### src/rtl/alu_ctrl_pkg.sv
// Shared encodings for the multicycle ALU-source control FSM: state codes,
// ALUSrcB / ALUOp codes, instruction field constants and the per-state
// control word decode.
package alu_ctrl_pkg;

    typedef enum logic [3:0] {
        S_FETCH    = 4'd0,
        S_IF_DONE  = 4'd1,
        S_DECODE   = 4'd2,
        S_EX_R     = 4'd3,
        S_EX_I     = 4'd4,
        S_EX_LUI   = 4'd5,
        S_BEQ      = 4'd6,
        S_ADDM_RD  = 4'd7,
        S_ADDM_MEM = 4'd8,
        S_ADDM_EX  = 4'd9,
        S_WB_RD    = 4'd10,
        S_WB_RT    = 4'd11,
        S_EXCP     = 4'd12
    } state_t;

    // ALUSrcB mux selects (110/111 are never produced)
    localparam logic [2:0] SRCB_REGB  = 3'b000;
    localparam logic [2:0] SRCB_MDR   = 3'b001;
    localparam logic [2:0] SRCB_SEXT  = 3'b010;
    localparam logic [2:0] SRCB_FOUR  = 3'b011;
    localparam logic [2:0] SRCB_LUI16 = 3'b100;
    localparam logic [2:0] SRCB_OFFS2 = 3'b101;

    // ALU operation codes
    localparam logic [2:0] ALUOP_PASSB = 3'b000;
    localparam logic [2:0] ALUOP_ADD   = 3'b001;
    localparam logic [2:0] ALUOP_SUB   = 3'b010;
    localparam logic [2:0] ALUOP_AND   = 3'b011;

    // Opcode (IR[31:26]) and funct (IR[5:0]) values understood by the sequencer
    localparam logic [5:0] OP_RTYPE = 6'h00;
    localparam logic [5:0] OP_ADDM  = 6'h01;
    localparam logic [5:0] OP_BEQ   = 6'h04;
    localparam logic [5:0] OP_ADDI  = 6'h08;
    localparam logic [5:0] OP_LUI   = 6'h0F;
    localparam logic [5:0] FN_ADD   = 6'h20;
    localparam logic [5:0] FN_SUB   = 6'h22;
    localparam logic [5:0] FN_AND   = 6'h24;

    // One registered control word; beq_en is later qualified by Zero.
    typedef struct packed {
        logic       mem_read;
        logic       iord;
        logic       ir_write;
        logic       mdr_write;
        logic       pc_write;
        logic       beq_en;
        logic       aluout_write;
        logic       reg_write;
        logic       reg_dst;
        logic       alu_src_a;
        logic [2:0] alu_src_b;
        logic [2:0] alu_op;
        logic       exception;
    } ctrl_t;

    function automatic logic funct_supported(input logic [5:0] funct);
        return (funct == FN_ADD) || (funct == FN_SUB) || (funct == FN_AND);
    endfunction

    function automatic logic [2:0] r_aluop(input logic [5:0] funct);
        logic [2:0] op;
        case (funct)
            FN_SUB:  op = ALUOP_SUB;
            FN_AND:  op = ALUOP_AND;
            default: op = ALUOP_ADD;
        endcase
        return op;
    endfunction

    // Control word for a state. 'last' marks the final memory-wait cycle,
    // which is when the data word is captured into MDR.
    function automatic ctrl_t decode(input state_t s, input logic last,
                                     input logic [5:0] funct);
        ctrl_t c;
        c = '0;
        case (s)
            S_FETCH: c.mem_read = 1'b1;
            S_IF_DONE: begin
                c.ir_write  = 1'b1;
                c.pc_write  = 1'b1;
                c.alu_src_b = SRCB_FOUR;
                c.alu_op    = ALUOP_ADD;
            end
            S_DECODE: begin
                c.alu_src_b    = SRCB_OFFS2;
                c.alu_op       = ALUOP_ADD;
                c.aluout_write = 1'b1;
            end
            S_EX_R: begin
                c.alu_src_a    = 1'b1;
                c.alu_src_b    = SRCB_REGB;
                c.alu_op       = r_aluop(funct);
                c.aluout_write = 1'b1;
            end
            S_EX_I, S_ADDM_RD: begin
                c.alu_src_a    = 1'b1;
                c.alu_src_b    = SRCB_SEXT;
                c.alu_op       = ALUOP_ADD;
                c.aluout_write = 1'b1;
            end
            S_EX_LUI: begin
                c.alu_src_b    = SRCB_LUI16;
                c.alu_op       = ALUOP_PASSB;
                c.aluout_write = 1'b1;
            end
            S_BEQ: begin
                c.alu_src_a = 1'b1;
                c.alu_src_b = SRCB_REGB;
                c.alu_op    = ALUOP_SUB;
                c.beq_en    = 1'b1;
            end
            S_ADDM_MEM: begin
                c.mem_read  = 1'b1;
                c.iord      = 1'b1;
                c.mdr_write = last;
            end
            S_ADDM_EX: begin
                c.alu_src_a    = 1'b1;
                c.alu_src_b    = SRCB_MDR;
                c.alu_op       = ALUOP_ADD;
                c.aluout_write = 1'b1;
            end
            S_WB_RD: begin
                c.reg_write = 1'b1;
                c.reg_dst   = 1'b1;
            end
            S_WB_RT: c.reg_write = 1'b1;
            S_EXCP:  c.exception = 1'b1;
            default: c = '0;
        endcase
        return c;
    endfunction

endpackage

### src/rtl/alu_src_sequencer.sv
// Multicycle control FSM for the ALU operand muxes, PC, IR/MDR and register
// file enables. Control outputs are registered alongside the state, so each
// output reflects the state it is shown with; only PCWriteCond is gated by
// the live Zero flag.
//
// After reset is released the FSM spends one idle cycle in S_FETCH with all
// outputs low (the control register is loaded with the S_FETCH word at the
// first edge) before the first memory-wait cycle is counted. This keeps
// every enable quiet through the cycle following release.
module alu_src_sequencer
    import alu_ctrl_pkg::*;
#(
    parameter int MEM_WAIT = 2
) (
    input  logic       clk,
    input  logic       reset,
    input  logic [5:0] Opcode,
    input  logic [5:0] Funct,
    input  logic       Zero,
    output logic       MemRead,
    output logic       IorD,
    output logic       IRWrite,
    output logic       MDRWrite,
    output logic       PCWrite,
    output logic       PCWriteCond,
    output logic       ALUOutWrite,
    output logic       RegWrite,
    output logic       RegDst,
    output logic       ALUSrcA,
    output logic [2:0] ALUSrcB,
    output logic [2:0] ALUOp,
    output logic       Exception,
    output logic [3:0] State
);

    localparam logic [3:0] LAST = 4'(MEM_WAIT - 1);

    state_t     state;
    state_t     nxt;
    logic [3:0] cnt;
    logic [3:0] nxt_cnt;
    logic       armed;
    ctrl_t      ctrl_q;
    ctrl_t      ctrl_d;

    // Next state and latency counter; the counter is zero on every state exit.
    always_comb begin
        nxt     = state;
        nxt_cnt = 4'd0;
        case (state)
            S_FETCH: begin
                if (cnt == LAST) nxt = S_IF_DONE;
                else             nxt_cnt = cnt + 4'd1;
            end
            S_IF_DONE: nxt = S_DECODE;
            S_DECODE: begin
                case (Opcode)
                    OP_RTYPE: nxt = funct_supported(Funct) ? S_EX_R : S_EXCP;
                    OP_ADDI:  nxt = S_EX_I;
                    OP_LUI:   nxt = S_EX_LUI;
                    OP_BEQ:   nxt = S_BEQ;
                    OP_ADDM:  nxt = S_ADDM_RD;
                    default:  nxt = S_EXCP;
                endcase
            end
            S_EX_R:    nxt = S_WB_RD;
            S_EX_I:    nxt = S_WB_RT;
            S_EX_LUI:  nxt = S_WB_RT;
            S_BEQ:     nxt = S_FETCH;
            S_ADDM_RD: nxt = S_ADDM_MEM;
            S_ADDM_MEM: begin
                if (cnt == LAST) nxt = S_ADDM_EX;
                else             nxt_cnt = cnt + 4'd1;
            end
            S_ADDM_EX: nxt = S_WB_RT;
            S_WB_RD:   nxt = S_FETCH;
            S_WB_RT:   nxt = S_FETCH;
            S_EXCP:    nxt = S_FETCH;
            default:   nxt = S_FETCH;
        endcase
    end

    // Control word for the state being entered; the idle cycle after reset
    // preloads the S_FETCH word without advancing.
    always_comb begin
        ctrl_d = decode(S_FETCH, 1'b0, Funct);
        if (armed) ctrl_d = decode(nxt, (nxt_cnt == LAST), Funct);
    end

    // State, counter and registered outputs.
    always_ff @(posedge clk or negedge reset) begin
        if (!reset) begin
            state  <= S_FETCH;
            cnt    <= 4'd0;
            armed  <= 1'b0;
            ctrl_q <= '0;
        end else if (!armed) begin
            armed  <= 1'b1;
            ctrl_q <= ctrl_d;
        end else begin
            state  <= nxt;
            cnt    <= nxt_cnt;
            ctrl_q <= ctrl_d;
        end
    end

    assign MemRead     = ctrl_q.mem_read;
    assign IorD        = ctrl_q.iord;
    assign IRWrite     = ctrl_q.ir_write;
    assign MDRWrite    = ctrl_q.mdr_write;
    assign PCWrite     = ctrl_q.pc_write;
    assign PCWriteCond = ctrl_q.beq_en & Zero;
    assign ALUOutWrite = ctrl_q.aluout_write;
    assign RegWrite    = ctrl_q.reg_write;
    assign RegDst      = ctrl_q.reg_dst;
    assign ALUSrcA     = ctrl_q.alu_src_a;
    assign ALUSrcB     = ctrl_q.alu_src_b;
    assign ALUOp       = ctrl_q.alu_op;
    assign Exception   = ctrl_q.exception;
    assign State       = state;

endmodule

### config.mk
export PLATFORM = sky130hd
export DESIGN_NAME = alu_src_sequencer
export DESIGN_NICKNAME = d
export VERILOG_FILES = /design/src/rtl/alu_ctrl_pkg.sv /design/src/rtl/alu_src_sequencer.sv
export SDC_FILE = /design/constraint.sdc
export NUM_CORES = 1
export LEC_CHECK = 0
export BUFFER_PORTS_ARGS = -buffer_cell sky130_fd_sc_hd__buf_2
export CAP_MARGIN = 20
export CORE_UTILIZATION = 52
export CTS_CLUSTER_SIZE = 25
export DETAILED_ROUTE_END_ITERATION = 8
export MAX_ROUTING_LAYER = met4
export PLACE_DENSITY = 0.76
export REMOVE_ABC_BUFFERS = 1
export SETUP_SLACK_MARGIN = 0.15
export SLEW_MARGIN = 15
export SYNTH_ARGS = -nofsm -noshare
export SYNTH_HDL_FRONTEND = slang
export SYNTH_SLANG_ARGS = --single-unit
### constraint.sdc
create_clock -name clk -period 2.86 [get_ports clk]
set_input_delay 0.572 -clock clk [delete_from_list [all_inputs] [get_ports clk]]
set_output_delay 0.572 -clock clk [all_outputs]
set_load 0.005 [all_outputs]
==> results.md, run 1 <==
- Gate power share: a little under half
- CP Depth: 6
- Avg Cell Area, Syn: around 9.3 um2
- Top_reg_cell synth: dfrtp_1
- Root Buffer: clkbuf_4
- Reg power frac: 36.2%
- Die X: 54.6 um
- Register-to-Register Path Depth: 6
- Global placer's final weighted congestion: ~0.93
- Final nets: 194
- H-tree levels: 1
- HPWL after detailed placement: 2170 um
- CTS tree: built
- Layout Utilization: 62.8%
- Post-route minimum period: 2300 ps
- Cell-internal power: 840 uW
- Critical path's largest stage delay: 600 ps
- Setup TNS: 0 ps
- Row Count: 18
- I/O Pins: 36
- DIE HEIGHT: 54.6 um
- Final Hold Fails: 0
- CP Data Arrival Time: 2540 ps
- Crit path buf inv count: 0
- CP endpoint kind: flip-flop
- Yosys reg bits: 24
- Post-synth EDFFs: 0
- Synth async-reset ratio: 100%
- Number of buffers created by CTS: 3
- Initial Util: about 57%
- Synth top cells by count: 24 x dfrtp_1, 15 x nand2_1, 15 x nor2_1
- Layout cell share with drive strength beyond 1: 27.0%
- Port Buffers: 34
- Min-delay worst type: primary input to asynchronous set/reset pin
- Post-cts gate resize count: 0
- First-pass DRT Iterations: 4
- Finish-stage setup viols: 0
- Synthesized instance count: 154
- Vias in the first global route: 1102
- Vias per std cell: 5.84
- Initial drt markers: 34
- Slew Limit Fails: 0
- Count leader, synth: dfrtp_1
- CTS Sinks: 24
- WP data required: 3100 ps
- First-pass GRT wire length: 4800 um
- Via count: 1214
- Cts hold-fix bufs: 0
- Ys Warns: 0
- Total GRT Usage: between 20% and 30%
- Fin crit share: 80.5%
- RSZ-0062 raised after global routing: no
- Post-Syn Area: 1440 um2
- Crit path cell chain: or4b_4 > nand2b_1 > o21bai_1 > or2_1 > nand4b_4 > a211oi_2
- FILL cells: 225
- Highest fanout seen on the critical path: 15
- Status: completed
- Reg area: 601 um2
- Clk pwr share: about 17%
- Overflow after GRT: 0
- CP startpoint kind: flip-flop
- Antenna diode count: 0
- Switching share of power: 41.7%
- Total of max-cap violations: 0
- Peak supply drop: 0.000899 V
- LEAKAGE: 0.000753 uW
- CP Class: flip-flop to flip-flop
- Pwr dens: 902 nW/um2
- Multi-input gate area: 714 um2
- Max frequency: ~0.43 GHz
- Max transition margin: between 60% and 70%
- WL final: 2820 um
- Area delta synth->final: 11.0%
- Cell taking the most area after synthesis: dfrtp_1
- Sequential area share after synthesis: 41.7%
- Worst-path clk slew: about 120 ps
- Routed Antenna Nets: 0
- Die area: 2980 um2
- Wire per inst: 13.6 um
- Initial antenna violation count: 0
- Synth cell types: 48
- Layout Skew: approximately 4.6 ps
- Clk buf depth: 2
- Switching power: ~600 uW
- Crit path max-delay family: simple AND/OR/NAND/NOR gates
- Core Region: 2540 um2
- Worst Max-Slew Pin Slew: just under 600 ps
- Number of setup buffers added after CTS: 0
- Largest net degree at the start of global routing: 25
- Critical-path top delay cell: dfrtp_1
- Remaining DRCs: 0
- Post-synth top area share: 41.7%
- Area contributors post-synth: dfrtp_1 42%, nand2_1 3.9%, nor2_1 3.9%, buf_4 3.7%, o21ai_0 3.1%
- Clock latency on the worst-skew pair: around 310 ps
[power groups by stage]
stage          registers, uW  clock network, uW  logic, uW
2_1_floorplan            520                  0        456
3_3_place_gp             520                  0        672
3_5_place_dp             525                  0        676
4_1_cts                  518                244        680
5_1_grt                  543                257        767
6_report                 522                237        682
[per-stage QoR]
stage,worst slack (ps),total power [uW],std cells,area [um2],hold WS [ps]
finish,559,1440,208,1600,200
global route,437,1570,208,1600,222
CTS,603,1440,208,1600,227
detailed placement,411,1200,204,1550,519
global placement,441,1190,204,1550,516
floorplan,801,977,140,1340,276
[registers in the layout, indices dropped and copies added (netlist names), 2 cells and up]
name and cells:
ALUOp 2, ALUSrcB 3, cnt 4, State 4
[kinds of logic after synthesis]
kind of cell           after synthesis  share of synthesized area (%)
AO/OA/AOI/OAI                       42                           20.4
XOR/XNOR                             4                           2.44
buffers and inverters               20                           8.61
flip-flops                          24                           41.7
other                                2                          0.522
AND/OR/NAND/NOR                     62                           26.3
[path summary, 6_finish.rpt]
path	from	end	slack (ps)
max in group asynchronous	reset	State[3]$_DFFE_PN0P_	2320
hold reg to reg	cnt[3]$_DFFE_PN0P_	cnt[3]$_DFFE_PN0P_	530
min in group clk	cnt[3]$_DFFE_PN0P_	cnt[3]$_DFFE_PN0P_	530
setup reg to reg	State[1]$_DFFE_PN0P_	ALUOp[1]$_DFF_PN0_	560
setup / recovery	State[1]$_DFFE_PN0P_	ALUOp[1]$_DFF_PN0_	560
hold / removal	reset	RegDst$_DFF_PN0_	200
[routing by layer]
metal	wire, um	up-vias	global-route usage, %
li1	-	586	-
met1	1290	589	28.7
met2	1360	35	38.4
met3	134	4	5.83
met4	28	0	5.13
met5	0	-	-
[layout by cell type, fill, tap and decap left out, drive strengths merged, types with 3 or more instances in the layout]
master / Yosys / final
dfrtp: 24 / 24
a21oi: 8 / 8
o21ai: 13 / 13
clkbuf: 4 / 3
buf: 10 / 34
nand3: 5 / 5
xor2: 3 / 3
nor2: 15 / 15
or3: 3 / 3
nor3: 6 / 6
and3: 3 / 3
nand2: 15 / 15
a31oi: 6 / 6
inv: 6 / 6
[area by class of cell]
type                       count  share of cell area (%)
clock inverter                 1                    1.88
sequential                    24                    37.6
tap                           30                    2.35
inverter                       6                    1.41
clock buffer                   3                    1.41
timing repair buffer          34                    10.6
multi-input combinational    110                    44.7
Power figures use the tool's default switching activity.
==> run 2: changes to the inputs <==
- clock period: 2.86 -> 2.4 ns (I/O delays scaled with it)
==> results.md, run 2 (synthesis gave the netlist of run 1 again) <==
- Core Region: 2540 um2 (unchanged)
- Remaining DRCs: 0 (unchanged)
- H-tree levels: 1 (unchanged)
- First-pass DRT Iterations: 4 (unchanged)
- CTS Sinks: 24 (unchanged)
- Clk buf depth: 2 (unchanged)
- Launching point of the worst reg2reg path: cnt[1]$_DFFE_PN0P_
- Status: completed
- HPWL after detailed placement: 2240 um (+3.0%)
- Clk pwr share: 12.3% (-4.2 points)
- Peak supply drop: 0.000725 V (-19%)
- Cell-internal power: 978 uW (+16%)
- Total GRT Usage: 24.3% (+0.90 points)
- I/O Pins: 36 (unchanged)
- Crit path max-delay family: simple AND/OR/NAND/NOR gates
- Number of buffers created by CTS: 3 (unchanged)
- Root Buffer: clkbuf_4
- Total Power: 1700 uW (+18%)
- Die X: 54.6 um (unchanged)
- Worst Max-Slew Pin Slew: 558 ps (-23.8 ps)
- CP startpoint kind: flip-flop
- Crit path cell chain: or4b_4 > or3_4 > a31oi_4 > or2_4 > nand4b_4 > a211oi_2
- Finish-stage setup viols: 0 (unchanged)
- Global placer's final weighted congestion: 0.975 (+4.6%)
- WL final: 2910 um (+3.1%)
- Wire per inst: 13.7 um (+0.66%)
- Highest fanout seen on the critical path: 6 (-9)
- Switching share of power: 42.6% (+0.83 points)
- First-pass GRT wire length: 5000 um (+4.0%)
- Setup TNS: 0 ps (unchanged)
- Layout Skew: 5.54 ps (+0.986 ps)
- Worst-path clk slew: 130 ps (about the same)
- Largest net degree at the start of global routing: 25 (unchanged)
- Commonest non-fill, non-tap cells in the layout: 34 x buf_2, 24 x dfrtp_1, 15 x nor2_1, 15 x nand2_1, 9 x o21ai_0
- Critical-path top delay cell: or4b_4
- DIE HEIGHT: 54.6 um (unchanged)
- Crit path buf inv count: 0 (unchanged)
- RSZ-0062 raised after global routing: no
- CP Data Arrival Time: 2340 ps (-200 ps)
- CP endpoint kind: flip-flop
- Min-delay worst type: primary input to asynchronous set/reset pin
- Area delta synth->final: 12.7%
- Switching power: 724 uW (+20%)
- Initial antenna violation count: 0 (unchanged)
- CTS tree: built
- Via count: 1216 (+0.16%)
- Critical path's largest stage delay: 570 ps (-30 ps)
- LEAKAGE: 0.000772 uW (+2.5%)
- Final nets: 199 (+2.6%)
- Die area: 2980 um2 (unchanged)
- Commonest non-fill, non-tap cell in the layout: buf_2
- Clock latency on the worst-skew pair: 310 ps (about the same)
- R2R Setup Slk: 300 ps (-260 ps)
- WP data required: 2640 ps (-460 ps)
- Fin crit share: 87.5% (+7.0 points)
- Port Buffers: 34 (unchanged)
- Reg power frac: 31.9% (-4.3 points)
- Max transition margin: 62.8% (+1.9 points)
- Final Hold Fails: 0 (unchanged)
- Initial drt markers: 27 (-21%)
- Post-route minimum period: 2100 ps (-201 ps)
- Critical path launch point: cnt[1]$_DFFE_PN0P_
- Initial Util: 56.5% (unchanged)
- Overflow after GRT: 0 (unchanged)
- Total of max-cap violations: 0 (unchanged)
- Vias in the first global route: 1147 (+4.1%)
- CP Class: flip-flop to flip-flop
- Routed Antenna Nets: 0 (unchanged)
- Vias per std cell: 5.71 (-2.2%)
- Layout cell share with drive strength beyond 1: 29.5% (+2.5 points)
- Number of setup buffers added after CTS: 0 (unchanged)
- Antenna diode count: 0 (unchanged)
- Slew Limit Fails: 0 (unchanged)
- Row Count: 18 (unchanged)
- Gate power share: 55.8% (+8.5 points)
- Max frequency: 0.476 GHz (+9.6%)
- Pwr dens: 1050 nW/um2 (+16%)
==> run 2: stage by stage <==
step | setup WS (ps) | util [%] | area [um2] | hold WS, ps | instances
floorplan | 341 | - | 1340 | 184 | 140
global placement | 124 | 62.2 | 1580 | 466 | 209
detailed placement | 84.4 | 62.2 | 1580 | 481 | 209
CTS | 201 | 63.6 | 1620 | 133 | 213
global route | 225 | 63.7 | 1620 | 148 | 213
finish | 300 | 63.7 | 1620 | 112 | 213
==> run 2: what timing repair did <==
item / 4_1_cts / 5_1_grt
gates resized for setup: 0 / 1
setup endpoints to repair: 0 / 2
hold buffers: 0 / 0
==> run 2: layout make-up <==
type,count,area (um2)
tap,30,37.5
clock buffer,4,36.3
fill,224,923
multi-input combinational,110,717
timing repair buffer,39,208
inverter,6,22.5
sequential,24,601
==> run 2: power groups by stage <==
stage               clock, uW  sequential, uW  combinational (uW)
global route              229             561                1060
CTS                       213             545                 932
floorplan                   0             620                 544
global placement            0             549                 920
detailed placement          0             553                 926
finish                    209             543                 949
==> run 2: path summary, 6_finish.rpt <==
check / to / cells past startpoint
max: ALUOp[1]$_DFF_PN0_ / 6
max reg2reg: ALUOp[1]$_DFF_PN0_ / 6
min reg2reg: cnt[3]$_DFFE_PN0P_ / 1
min in group clk: ALUOp[1]$_DFF_PN0_ / 4
max in group asynchronous: State[0]$_DFFE_PN0P_ / 1
min: RegDst$_DFF_PN0_ / 1
==> run 2: routing by layer <==
layer	part of all wire (%)	GRT usage [%]	wire, um
met1	45	29.6	1320
met2	49	40.0	1440
met3	4.0	3.33	117
met4	1.2	9.83	34
met5	0	-	0
